**src/rtl/uart_loader_ctrl.sv**
```systemverilog
// uart_loader_ctrl: frame sequencer between uart_rx and the CPU instruction/data memory.
// Frame: SYNC, BASE_LO, BASE_HI, CNT_LO, CNT_HI, CNT*BPW payload bytes (LSB first), [CHK].
// Optional feature macro: UART_LOADER_CHKSUM_EN adds a trailing CHK byte that must make the
// 8-bit sum of every byte after SYNC equal to zero; without it the frame ends after the last
// word write (or right after CNT_HI when CNT is zero).
module uart_loader_ctrl #(
  parameter int unsigned DATA_WIDTH     = 8,
  parameter int unsigned WORD_WIDTH     = 32,
  parameter int unsigned ADDR_WIDTH     = 10,
  parameter int unsigned TIMEOUT_CYCLES = 100000,
  parameter logic [7:0]  SYNC_BYTE      = 8'hA5
) (
  input  logic                  clk,
  input  logic                  rst,
  input  logic [DATA_WIDTH-1:0] rx_data,
  input  logic                  rx_valid,
  output logic                  rx_ready,
  output logic                  mem_we,
  output logic [ADDR_WIDTH-1:0] mem_addr,
  output logic [WORD_WIDTH-1:0] mem_wdata,
  output logic                  busy,
  output logic                  done,
  output logic                  err
);

  localparam int unsigned BPW    = WORD_WIDTH / DATA_WIDTH;
  localparam int unsigned BIDX_W = (BPW > 1) ? $clog2(BPW) : 1;
  localparam int unsigned TMO_W  = $clog2(TIMEOUT_CYCLES + 1);

  localparam logic [BIDX_W-1:0] LAST_BYTE = BIDX_W'(BPW - 1);
  localparam logic [TMO_W-1:0]  TMO_LAST  = TMO_W'(TIMEOUT_CYCLES - 1);

  typedef enum logic [2:0] {
    StIdle,
    StBaseLo,
    StBaseHi,
    StCntLo,
    StCntHi,
`ifdef UART_LOADER_CHKSUM_EN
    StData,
    StChk
`else
    StData
`endif
  } state_e;

  state_e                r_state;
  logic                  r_rx_ready;
  logic                  r_mem_we;
  logic [ADDR_WIDTH-1:0] r_mem_addr;
  logic [WORD_WIDTH-1:0] r_mem_wdata;
  logic                  r_done;
  logic                  r_err;
  logic [7:0]            r_base_lo;
  logic [7:0]            r_cnt_lo;
  logic [15:0]           r_cnt;
  logic [15:0]           r_word_idx;
  logic [BIDX_W-1:0]     r_byte_idx;
  logic [WORD_WIDTH-1:0] r_word;
  logic [ADDR_WIDTH-1:0] r_waddr;
  logic [TMO_W-1:0]      r_tmo;
`ifdef UART_LOADER_CHKSUM_EN
  logic [7:0]            r_sum;
  logic [7:0]            w_sum_next;
`endif

  logic                             w_accept;
  logic [7:0]                       w_byte8;
  logic [15:0]                      w_hdr16;
  logic [WORD_WIDTH+DATA_WIDTH-1:0] w_shift;
  logic [WORD_WIDTH-1:0]            w_word_next;
  logic                             w_last_write_done;

  // Byte handshake and word assembly helpers
  always_comb begin
    w_accept    = rx_valid & r_rx_ready;
    w_byte8     = rx_data[7:0];
    w_hdr16     = {w_byte8, r_base_lo};
    // New byte enters at the top so the first byte of a word ends up in the LSBs.
    w_shift     = {rx_data, r_word};
    w_word_next = w_shift[WORD_WIDTH+DATA_WIDTH-1:DATA_WIDTH];
    // Cycle in which the CNT-th write strobe is on the bus.
    w_last_write_done = (r_state == StData) && r_mem_we && (r_word_idx == r_cnt);
`ifdef UART_LOADER_CHKSUM_EN
    w_sum_next  = r_sum + w_byte8;
`endif
  end

  // Frame FSM with registered outputs, counters and timeout
  always_ff @(posedge clk) begin
    if (rst) begin
      r_state     <= StIdle;
      r_rx_ready  <= 1'b0;
      r_mem_we    <= 1'b0;
      r_mem_addr  <= '0;
      r_mem_wdata <= '0;
      r_done      <= 1'b0;
      r_err       <= 1'b0;
      r_base_lo   <= '0;
      r_cnt_lo    <= '0;
      r_cnt       <= '0;
      r_word_idx  <= '0;
      r_byte_idx  <= '0;
      r_word      <= '0;
      r_waddr     <= '0;
      r_tmo       <= '0;
`ifdef UART_LOADER_CHKSUM_EN
      r_sum       <= '0;
`endif
    end else begin
      // One-cycle consume pulse, at most one byte per two cycles.
      r_rx_ready <= rx_valid & ~r_rx_ready;
      r_mem_we   <= 1'b0;
      r_done     <= 1'b0;

      if (r_state == StIdle) begin
        r_tmo <= '0;
        if (w_accept && (w_byte8 == SYNC_BYTE)) begin
          r_err   <= 1'b0;
          r_state <= StBaseLo;
`ifdef UART_LOADER_CHKSUM_EN
          r_sum   <= '0;
`endif
        end
      end else if (w_accept) begin
        r_tmo <= '0;
`ifdef UART_LOADER_CHKSUM_EN
        r_sum <= w_sum_next;
`endif
        case (r_state)
          StBaseLo: begin
            r_base_lo <= w_byte8;
            r_state   <= StBaseHi;
          end
          StBaseHi: begin
            // Upper BASE bits beyond the address width are dropped.
            r_waddr <= ADDR_WIDTH'(w_hdr16);
            r_state <= StCntLo;
          end
          StCntLo: begin
            r_cnt_lo <= w_byte8;
            r_state  <= StCntHi;
          end
          StCntHi: begin
            r_cnt      <= {w_byte8, r_cnt_lo};
            r_word_idx <= '0;
            r_byte_idx <= '0;
            if ({w_byte8, r_cnt_lo} == 16'd0) begin
`ifdef UART_LOADER_CHKSUM_EN
              r_state <= StChk;
`else
              r_state <= StIdle;
              r_done  <= 1'b1;
`endif
            end else begin
              r_state <= StData;
            end
          end
          StData: begin
            r_word <= w_word_next;
            if (r_byte_idx == LAST_BYTE) begin
              r_byte_idx  <= '0;
              r_mem_we    <= 1'b1;
              r_mem_addr  <= r_waddr;
              r_mem_wdata <= w_word_next;
              r_waddr     <= r_waddr + ADDR_WIDTH'(1);
              r_word_idx  <= r_word_idx + 16'd1;
            end else begin
              r_byte_idx <= r_byte_idx + BIDX_W'(1);
            end
          end
`ifdef UART_LOADER_CHKSUM_EN
          StChk: begin
            r_state <= StIdle;
            if (w_sum_next == 8'h00) begin
              r_done <= 1'b1;
            end else begin
              r_err <= 1'b1;
            end
          end
`endif
          default: r_state <= StIdle;
        endcase
      end else if (w_last_write_done) begin
        // The handshake cannot accept in the cycle right after an accept, so this never
        // collides with a payload byte.
        r_tmo <= r_tmo + TMO_W'(1);
`ifdef UART_LOADER_CHKSUM_EN
        r_state <= StChk;
`else
        r_state <= StIdle;
        r_done  <= 1'b1;
`endif
      end else if (r_tmo == TMO_LAST) begin
        // Timeout: abandon the frame; any partial word is dropped.
        r_tmo   <= '0;
        r_err   <= 1'b1;
        r_state <= StIdle;
      end else begin
        r_tmo <= r_tmo + TMO_W'(1);
      end
    end
  end

  // Output drive from state and registers
  always_comb begin
    rx_ready  = r_rx_ready;
    mem_we    = r_mem_we;
    mem_addr  = r_mem_addr;
    mem_wdata = r_mem_wdata;
    busy      = (r_state != StIdle);
    done      = r_done;
    err       = r_err;
  end

endmodule

```
**config.mk**
```make
export PLATFORM = sky130hd
export DESIGN_NAME = uart_loader_ctrl
export DESIGN_NICKNAME = d
export VERILOG_FILES = /design/src/rtl/uart_loader_ctrl.sv
export SDC_FILE = /design/constraint.sdc
export NUM_CORES = 1
export LEC_CHECK = 0
export CAP_MARGIN = 25
export CORE_MARGIN = 2
export CORE_UTILIZATION = 57
export DETAILED_ROUTE_END_ITERATION = 16
export GPL_TIMING_DRIVEN = 0
export PLACE_DENSITY = 0.84
export RECOVER_POWER = 50
export SYNTH_ARGS = -nofsm -noshare
export SYNTH_HDL_FRONTEND = slang
export SYNTH_SLANG_ARGS = --single-unit
```
**constraint.sdc**
```tcl
create_clock -name clk -period 3 [get_ports clk]
set_clock_uncertainty 0.05 [all_clocks]
set_input_delay 0.9 -clock clk [delete_from_list [all_inputs] [get_ports clk]]
set_output_delay 0.9 -clock clk [all_outputs]
set_load 0.005 [all_outputs]
```
# Word-level counts from Yosys, hierarchy flattened

Index checks and enable logic that the tools add are counted.

Flip-flop bits (word level): 158
Bits in latches: 0
RAM bits: 0
Bits in read-only memories: 0
Bits of input ports: 11
Output and inout bits: 47
Word-level logic and storage cells: 87
Memories kept: 0

$add $sub $neg: 4
Multiply operators: 0
Div/mod/pow operators: 0
Order comparisons: 0
Equality and inequality tests: 14
Shifts and indexed selects: 0
Muxes and demuxes: 25
Bitwise operators: 6
Reductions and logical operators: 23

Operator list:

| kind                                                                   | count |
|---|---|
| 17-bit 2-to-1 mux                                                      | 2 |
| 16-bit case mux with 2 select lines                                    | 1 |
| 10-bit case mux with 2 select lines                                    | 1 |
| 3-bit 2-to-1 mux                                                       | 6 |
| 3-bit AND reduction                                                    | 6 |
| 17-bit by 1-bit adder with 17-bit output (second input constant)       | 1 |
| 17-bit equality test (second input constant)                           | 1 |
| 16-bit by 1-bit adder with 16-bit output (second input constant)       | 1 |
| 16-bit equality test                                                   | 1 |
| 16-bit logical NOT                                                     | 1 |
| 16-bit 2-to-1 mux                                                      | 1 |
| 4-bit AND reduction                                                    | 4 |
| 3-bit case mux with 5 select lines                                     | 1 |
| 10-bit by 1-bit adder with 10-bit output (second input constant)       | 1 |
| 1-bit 2-to-1 mux                                                       | 10 |
| 10-bit 2-to-1 mux                                                      | 1 |
| 8-bit equality test (second input constant)                            | 1 |
| 2-bit by 1-bit != test with 1-bit output (second input constant)       | 4 |
| 3-bit by 2-bit equality test with 1-bit output (second input constant) | 2 |
| 3-bit equality test (second input constant)                            | 2 |
| 2-bit nonzero test                                                     | 3 |
| 1-bit inverter                                                         | 4 |
| 2-bit case mux with 2 select lines                                     | 1 |
| 4-bit nonzero test                                                     | 1 |
| 12 further kinds                                                       | 15 |

# Longest topological paths before layout

Gate-level depths: netlist of run 1.

Depth in word-level cells: 6
Mapped depth: 8
Gate-level depth less buffers: 7

# Least setup slack after synthesis of run 1

OpenSTA, ideal clock, no wires.

Path kind: input -> register
Start: input port rx_data[1]
End: register r_state[0]
Library setup time: 0.070 ns
Data arrival time: 2.407 ns
Data required time: 2.880 ns
Path slack: 0.473 ns
Stages: 6
Buffers on the path: 0
Path through: or4_4 > nor4_4 > a21o_1 > inv_1 > or4_1 > a21oi_1

Longest elaborated chain between the ends: 5
Elaborated cells on any way between the ends: 9
Those cells by class: eq/ne: 2; mux: 4; reduce/logical: 3

RTL lines:

| what                               | line | text |
|---|---|---|
| start: declaration                 | 15   | `input logic [DATA_WIDTH-1:0] rx_data,` |
| 16-bit logical NOT                 | 148  | `if ({w_byte8, r_cnt_lo} == 16'd0) begin` |
| 3-bit 2-to-1 mux                   | 148  |  |
| 3-bit case mux with 5 select lines | 130  | `case (r_state)` |
| 3-bit 2-to-1 mux                   | 125  | `end else if (w_accept) begin` |
| 3-bit 2-to-1 mux                   | 116  | `if (r_state == StIdle) begin` |
| end signal: assignment             | 120  | `r_state <= StBaseLo;` |
| end signal: assignment             | 133  | `r_state <= StBaseHi;` |
| end signal: assignment             | 152  | `r_state <= StIdle;` |
| end: declaration                   | 47   | `state_e r_state;` |

Parallel ways exist; a longest one is shown, timed or not.
A chain may end at the register's enable or synchronous reset.

# Final worst setup path of run 1

Start: input port rx_valid
End: register r_word_idx[6]

Longest elaborated chain between the ends: 2

RTL lines:

| what                          | line | text |
|---|---|---|
| start: declaration            | 16   | `input logic rx_valid,` |
| 1-bit AND                     | 76   | `w_accept = rx_valid & r_rx_ready;` |
| 4-bit AND reduction (no line) | --   |  |
| end signal: assignment        | 167  | `r_word_idx <= r_word_idx + 16'd1;` |
| end: declaration              | 57   | `logic [15:0] r_word_idx;` |

No other way between the ends.

==> results of run 1 <==
==> sequential cells by signal, indices dropped and copies added, names as in the netlist <==
signal,count
r_cnt,16
r_cnt_lo,8
r_byte_idx,2
r_word_idx,16
rx_ready,1
r_base_lo,8
err,1
mem_we,1
done,1
r_waddr,10
mem_addr,10
r_state,3
r_word,24
mem_wdata,32
r_tmo,17
==> cell families after synthesis <==
logic type	count (synthesis)	share of synthesized area [%]
compound gates	160	14.16
xor+xnor	39	5.610
fa+ha+maj	4	0.8221
buf+inv	51	3.309
flops	150	49.32
mux	16	2.630
simple gates	321	24.15
==> worst max path at each step <==
| stage | startpoint | to | slack (ns) | cells after the start |
|---|---|---|---|---|
| floorplan | rx_data[1] | r_state[0] | 0.47 | 6 |
| global placement | rx_data[1] | r_state[0] | -0.38 | 7 |
| detailed placement | rx_data[1] | r_state[0] | -0.41 | 7 |
| CTS | rx_data[1] | r_state[0] | 0.14 | 7 |
| global route | rx_valid | r_cnt[15] | 0.02 | 7 |
| finish | rx_valid | r_word_idx[6] | 0.17 | 7 |
==> layout by cell type (no fill, tap or decap), types with 5 or more instances in the layout <==
master and count:
a21oi_1 107, and3_1 10, buf_2 5, clkbuf_1 38, clkbuf_16 16, clkdlybuf4s50_1 7
clkinvlp_4 5, dfxtp_1 150, dlygate4sd3_1 48, inv_1 5, inv_6 6, mux2i_1 16
nand2_1 171, nand3_1 18, nand4_1 8, nor2_1 63, nor3_1 7, nor3b_1 6
nor4_1 10, o21ai_0 33, or3_1 7, xnor2_1 8, xor2_1 31
==> area by class of cell <==
| cell class | count | area [sq um] | share of cell area (%) |
|---|---|---|---|
| Clock buffer | 19 | 431.7 | 5.862 |
| Inverter | 6 | 22.52 | 0.3059 |
| Buffer | 45 | 178.9 | 2.430 |
| Clock inverter | 13 | 112.6 | 1.529 |
| Multi-Input combinational cell | 540 | 2882 | 39.13 |
| Timing Repair Buffer | 56 | 563.0 | 7.647 |
| Sequential cell | 150 | 3003 | 40.78 |
| Tap cell | 136 | 170.2 | 2.311 |
==> where the power goes <==
part,switching (W),internal [W],leakage [nW]
sequential,0.00000265,0.00199,1.21
combinational,0.0000896,0.0000347,1.34
clock,0.000886,0.00106,0.253
total,0.000978,0.00309,2.80
==> per-layer routing <==
layer / share of wire, % / vias to the layer above / track usage (%)
met5: 0 / - / 0
met4: 2.7 / 0 / 12.45
met3: 6.6 / 47 / 5.206
met2: 48 / 219 / 47.33
met1: 42 / 2593 / 35.55
li1: - / 2678 / -
==> per-stage QoR <==
step | hold WS, ns | worst slack [ns] | utilization [%] | TNS, ns
after floorplan | 0.3761 | 0.4731 | - | 0
after global placement | 0.3926 | -0.3849 | 65.76 | -11.14
after detailed placement | 0.3978 | -0.4064 | 65.76 | -16.89
after CTS | 0.4073 | 0.1363 | 71.01 | 0
after global routing | 0.4140 | 0.01636 | 71.01 | 0
final | 0.4007 | 0.1681 | 71.01 | 0
==> worst max-delay path, stage by stage <==
cell and delay [ns]:
clkdlybuf4s50_1 0.56, nand4b_1 0.40, nor2_2 0.41, or2_2 0.17
clkbuf_1 0.24, clkbuf_1 0.39, nor2_1 0.11
==> results.toml, run 1 <==
[status]
run_status = "complete, no violations"

[setup_path]
worstPathArrival_ns = 3.19
path_class = "in2reg"
rr_worst_depth = 6
cp_max_fo = 10
endpoint_kind = "flop"
timing.critical_path.required_ns = 3.35
ff2ff_setup_slack_ns = 0.48
r2r-start = "r_tmo[9]"
start_kind = "input pin"
r2r-end = "r_tmo[15]"

[route]
vias = 5537
ant_nets = 0
routedWlPerCell_um = 15.97
via_per_inst = 5.738
totalWireLength_um = 15410
firstDrtPassIters = 5
drtIter0Drc = 445
drc = 0

[yosys]
synthTopCellsByArea = "dfxtp_1, nand2_1, a21oi_1"
netlist.area_leader.share_pct = 49.32
seq_area_frac_synth_pct = 49.32
synth_seq_cells = 150
synth_common_cells = "nand2_1, dfxtp_1, a21oi_1"
yosys.area.top_type = "dfxtp_1"
synth_most_common_cell = "nand2_1"
synth.distinct_cells = 50
avgSynthCellArea_sq_um = 8.216
synth_edf_count = 0
syn_nets = 756
synth_area_sq_um = 6088
synthFlopType = "dfxtp_1"
async_flop_share_pct = 0
ys.warnings.count = 0
syn_inst = 741

[timing]
rsz0062_at_grt = "false"
worstMarginPinSlew_ns = 0.9493
min_period_ns = 2.832
hold_viol_final = 0
slew_headroom_pct = 36.48
setup_violations = 0
slew_viol_final = 0
max_freq_mhz = 353.1
post-route-period-util_pct = 94.40

[min_path]
min_from = "mem_wdata[10]"
hold_end = "mem_wdata[10]"
holdPathStages = 2
hp-class = "reg2reg"

[run]
maxCapViolCount = 0

[floorplanning]
dieHeight_um = 107.4
core_area_sq_um = 10370
row_count = 37
start_util_pct = 58.71
die_w_um = 107.4
pin_count = 58
fp.dieArea_sq_um = 11520

[grt]
grt_pass1_wl_um = 25670
grt_pass1_vias = 5300
grt_max_degree = 17
grt.overflow.total = 0
antenna_found_initial = 0
grt_usage_pct = 28.23

[pwr]
finalPower_w = 0.004072
p_leak_nw = 2.801
vdd_drop_max_uv = 537.8
power_density_nw_per_um2 = 553.0

[clock_tree]
clk_pin_slew_ns = 0.07
cts_setup_buffers = 0
cts_sinks = 150
cts_resized = 0
cts_buffers = 17
cts_max_path_buffers = 2
clock_latency_ns = 0.53
cts_root_buf = "clkbuf_8"
cts_tree = "yes"
htree_levels = 4
cts_hold_buf = 0

[finish]
fillCellCount = 771
syn2layout_area_growth_pct = 20.94
stdcell_area_sq_um = 7363
diodes = 0
fin_cells = 965
layout-drive-gt1-share_pct = 5.911
fin_nets = 831

[placed_design]
portBuffers = 56
placed_area_sq_um = 6819
place_congestion = 0.8584
dp.final_hpwl_um = 10850
dp.cells = 933
No activity file was read; power rests on OpenSTA's default activity.
==> run 2, diff against run 1 <==
--- a/config.mk
+++ b/config.mk
@@ -7,11 +7,12 @@
 export LEC_CHECK = 0
 export CAP_MARGIN = 25
 export CORE_MARGIN = 2
-export CORE_UTILIZATION = 57
+export CORE_UTILIZATION = 31
 export DETAILED_ROUTE_END_ITERATION = 16
 export GPL_TIMING_DRIVEN = 0
-export PLACE_DENSITY = 0.84
+export PLACE_DENSITY = 0.53
 export RECOVER_POWER = 50
+export SKIP_CTS_REPAIR_TIMING = 1
 export SYNTH_ARGS = -nofsm -noshare
 export SYNTH_HDL_FRONTEND = slang
 export SYNTH_SLANG_ARGS = --single-unit
==> results.toml, run 2 (synthesis results as in run 1) <==
[setup_path]
rr_worst_depth = 6
startpoint = "rx_data[3]"
r2r-end = "r_tmo[14]"
r2r-start = "r_tmo[9]"
path_class = "in2reg"
cp_max_fo = 6
start_kind = "input pin"
endpoint_kind = "flop"
ff2ff_setup_slack_ns = 0.45
timing.critical_path.required_ns = 3.30
worstPathArrival_ns = 3.24

[run]
maxCapViolCount = 0

[finish]
mostFrequentLayoutCells = "nand2_1, dfxtp_1, a21oi_1"
fin_nets = 833
syn2layout_area_growth_pct = 24.39
largest_reg_flops = 32
final_util_pct = 39.04
layout-drive-gt1-share_pct = 6.258
diodes = 0
stdcell_area_sq_um = 7574
final_common_cell = "nand2_1"

[timing]
setup_violations = 0
rsz0062_at_grt = "false"
slew_viol_final = 0
hold_ws_ns = 0.4020
hold_viol_final = 0
max_freq_mhz = 340.2
worstMarginPinSlew_ns = 0.8901
min_period_ns = 2.939
post-route-period-util_pct = 97.97
slew_headroom_pct = 40.03

[clock_tree]
cts_buffers = 17
cts_root_buf = "clkbuf_16"
cts_tree = "yes"
cts_sinks = 150
clock_latency_ns = 0.43
htree_levels = 4
cts_max_path_buffers = 2
clk_pin_slew_ns = 0.06

[route]
routedWlPerCell_um = 14.75
wl_met2_um = 7351
totalWireLength_um = 16160
ant_nets = 0
m1WireLength_um = 7891
vias = 5249
drc = 0
top_layer_used = "met4"
via_per_inst = 4.789
drtIter0Drc = 389
wl_met3_um = 668
firstDrtPassIters = 5

[pwr]
power_density_nw_per_um2 = 555.2
vdd_drop_max_uv = 488.4
p_leak_nw = 2.851

[floorplanning]
dieHeight_um = 144.1
die_w_um = 144.1
pin_count = 58
start_util_pct = 31.39
row_count = 51
core_area_sq_um = 19400
fp.dieArea_sq_um = 20780

[grt]
grt_max_degree = 17
grt_pass1_vias = 4761
antenna_found_initial = 0
grt.overflow.total = 0
grt_usage_pct = 16.23
grt_pass1_wl_um = 25860

[min_path]
holdPathStages = 2
hold_end = "mem_addr[5]"
min_from = "mem_addr[5]"
hp-class = "reg2reg"

[placed_design]
place_congestion = 0.7706
dp.final_hpwl_um = 11390
portBuffers = 56
placed_area_sq_um = 6980

[status]
run_status = "complete, no violations"
==> run 2: routing by layer <==
layer	up-vias	track usage, %
met2	116	24.91
met1	2441	22.80
met5	-	0
met3	19	3.510
li1	2673	-
met4	0	5.059
==> run 2: where the power goes <==
| part | internal, W | total [W] | switching [W] |
|---|---|---|---|
| sequential | 0.00199 | 0.00200 | 0.00000279 |
| combinational | 0.0000347 | 0.000129 | 0.0000941 |
| clock | 0.00117 | 0.00208 | 0.000913 |
| total | 0.00319 | 0.00420 | 0.00101 |
==> run 2: layout make-up <==
type,count,area (sq um)
clock buffers,18,429.2
repair buffers,58,578.1
plain buffers,45,180.2
fillers,2013,11830
flip-flops and latches,150,3003
well taps,265,331.6
multi-input cells,540,2888
inverters,6,22.52
clock inverters,14,141.4
==> run 2: worst max-delay path by stage <==
stage	to	slack, ns	cells after the start
6_report	r_state[0]	0.06	7
5_1_grt	r_state[0]	0.01	7
4_1_cts	mem_addr[0]	-0.09	7
3_5_place_dp	mem_addr[4]	-0.54	7
3_3_place_gp	mem_addr[4]	-0.54	7
2_1_floorplan	r_state[0]	0.47	6
==> run 2: worst max-delay path: stages <==
cell             delay, ns
clkdlybuf4s50_1       0.61
or4_1                 0.65
nor4_4                0.27
a21o_1                0.11
inv_1                 0.07
or4_1                 0.51
a21oi_1               0.12
==> run 2: metrics by stage <==
step           std cells  setup TNS, ns  setup slack, ns  total power [W]
6_report            1096              0          0.06097         0.004205
5_1_grt             1096              0          0.01416         0.004357
4_1_cts             1094        -0.7278         -0.09103         0.004251
3_5_place_dp        1062         -28.11          -0.5363         0.002172
3_3_place_gp        1062         -28.72          -0.5416         0.002173
2_1_floorplan        741              0           0.4731         0.002106
==> run 3, diff against run 2 <==
--- a/config.mk
+++ b/config.mk
@@ -7,10 +7,10 @@
 export LEC_CHECK = 0
 export CAP_MARGIN = 25
 export CORE_MARGIN = 2
-export CORE_UTILIZATION = 31
+export CORE_UTILIZATION = 57
 export DETAILED_ROUTE_END_ITERATION = 16
 export GPL_TIMING_DRIVEN = 0
-export PLACE_DENSITY = 0.53
+export PLACE_DENSITY = 0.84
 export RECOVER_POWER = 50
 export SKIP_CTS_REPAIR_TIMING = 1
 export SYNTH_ARGS = -nofsm -noshare
==> constraint.sdc (replaced) <==
create_clock -name clk -period 3 [get_ports clk]
set_clock_uncertainty 0.05 [all_clocks]
set_input_delay 0.75 -clock clk [delete_from_list [all_inputs] [get_ports clk]]
set_output_delay 0.75 -clock clk [all_outputs]
set_load 0.005 [all_outputs]
==> results.toml, run 3 (synthesis results as in run 1) <==
[pwr]
finalPower_w = 0.004075
p_leak_nw = 2.790
power_density_nw_per_um2 = 553.7
vdd_drop_max_uv = 537.4

[finish]
largest_reg_flops = 32
ff_latch_area_sq_um = 3003
stdcell_area_sq_um = 7360
layout-drive-gt1-share_pct = 5.790
diodes = 0
syn2layout_area_growth_pct = 20.88
fin_cells = 965
fin_nets = 831
mostFrequentLayoutCells = "nand2_1, dfxtp_1, a21oi_1"
fillCellCount = 771
multiInputGateArea_sq_um = 2882
final_common_cell = "nand2_1"

[placed_design]
placed_area_sq_um = 6819
dp.final_hpwl_um = 10850
place_congestion = 0.8584
portBuffers = 56
dp.cells = 933

[floorplanning]
start_util_pct = 58.71
die_w_um = 107.4
core_area_sq_um = 10370
row_count = 37
pin_count = 58
fp.dieArea_sq_um = 11520
dieHeight_um = 107.4

[timing]
setup_violations = 0
rsz0062_at_grt = "false"
min_period_ns = 2.791
max_freq_mhz = 358.2
hold_ws_ns = 0.4007
hold_viol_final = 0
slew_viol_final = 0
slew_headroom_pct = 37.01
post-route-period-util_pct = 93.05
worstMarginPinSlew_ns = 0.9414

[route]
drc = 0
wl_met3_um = 1099
firstDrtPassIters = 5
vias = 5558
ant_nets = 0
top_layer_used = "met4"
routedWlPerCell_um = 16.01
m1WireLength_um = 6455
wl_met2_um = 7486
via_per_inst = 5.760
totalWireLength_um = 15450
drtIter0Drc = 450

[min_path]
hp-class = "reg2reg"
holdPathStages = 2

[clock_tree]
cts_buffers = 17
htree_levels = 4
cts_root_buf = "clkbuf_8"
clk_pin_slew_ns = 0.07
cts_tree = "yes"
cts_sinks = 150
cts_max_path_buffers = 2
clock_latency_ns = 0.53

[setup_path]
rr_worst_depth = 6
path_class = "in2reg"
cp_max_fo = 7
crit_chain = "dlygate4sd3_1 -> or4_4 -> nor4_4 -> a21o_1 -> inv_1 -> or4_1 -> a21oi_1"
start_kind = "input pin"
timing.critical_path.required_ns = 3.41
endpoint_kind = "flop"
cp_slowest_stage_delay_ns = 0.75
critPathSlowestCell = "dlygate4sd3_1"
worstPathArrival_ns = 3.20

[grt]
grt_max_degree = 17
antenna_found_initial = 0
grt_pass1_vias = 5300
grt_usage_pct = 28.23
grt_pass1_wl_um = 25670
grt.overflow.total = 0

[run]
maxCapViolCount = 0

[status]
run_status = "complete, no violations"
[run 3: stage by stage]
stage,setup TNS [ns],util (%),worst slack (ns)
after floorplan,0,-,0.6231
after global placement,-1.722,65.76,-0.2349
after detailed placement,-6.178,65.76,-0.2564
after CTS,0,71.01,0.2863
after global routing,0,70.97,0.1099
final,0,70.97,0.2086
[run 3: critical path, delay by kind of cell]
kind	cells	cell delay (ns)
AOI/OAI and AO/OA	2	0.25
and+or+nand+nor	3	1.38
buffers and inverters	2	0.82
[run 3: layout make-up]
cell class | instances | area share, %
buffer | 45 | 2.414
clock buffer | 19 | 5.865
multi-input combinational | 540 | 39.15
tap | 136 | 2.312
inverter | 6 | 0.3060
sequential | 150 | 40.80
timing repair buffer | 56 | 7.616
clock inverter | 13 | 1.530
[run 3: per-layer routing]
layer	vias up	GRT usage [%]
li1	2679	-
met1	2607	35.55
met2	225	47.33
met3	47	5.206
met4	0	12.45
met5	-	0
[run 3: path summary, 6_finish.rpt]
path	start	end	slack, ns
setup reg to reg	r_tmo[9]	r_tmo[15]	0.48
setup / recovery	rx_data[1]	r_state[0]	0.21
hold / removal	mem_wdata[10]	mem_wdata[10]	0.40
hold reg to reg	mem_wdata[10]	mem_wdata[10]	0.40
[run 3: report_power, final]
| part | internal (W) | switching [W] |
|---|---|---|
| clock | 0.00106 | 0.000888 |
| sequential | 0.00199 | 0.00000267 |
| combinational | 0.0000347 | 0.0000899 |
| total | 0.00309 | 0.000981 |
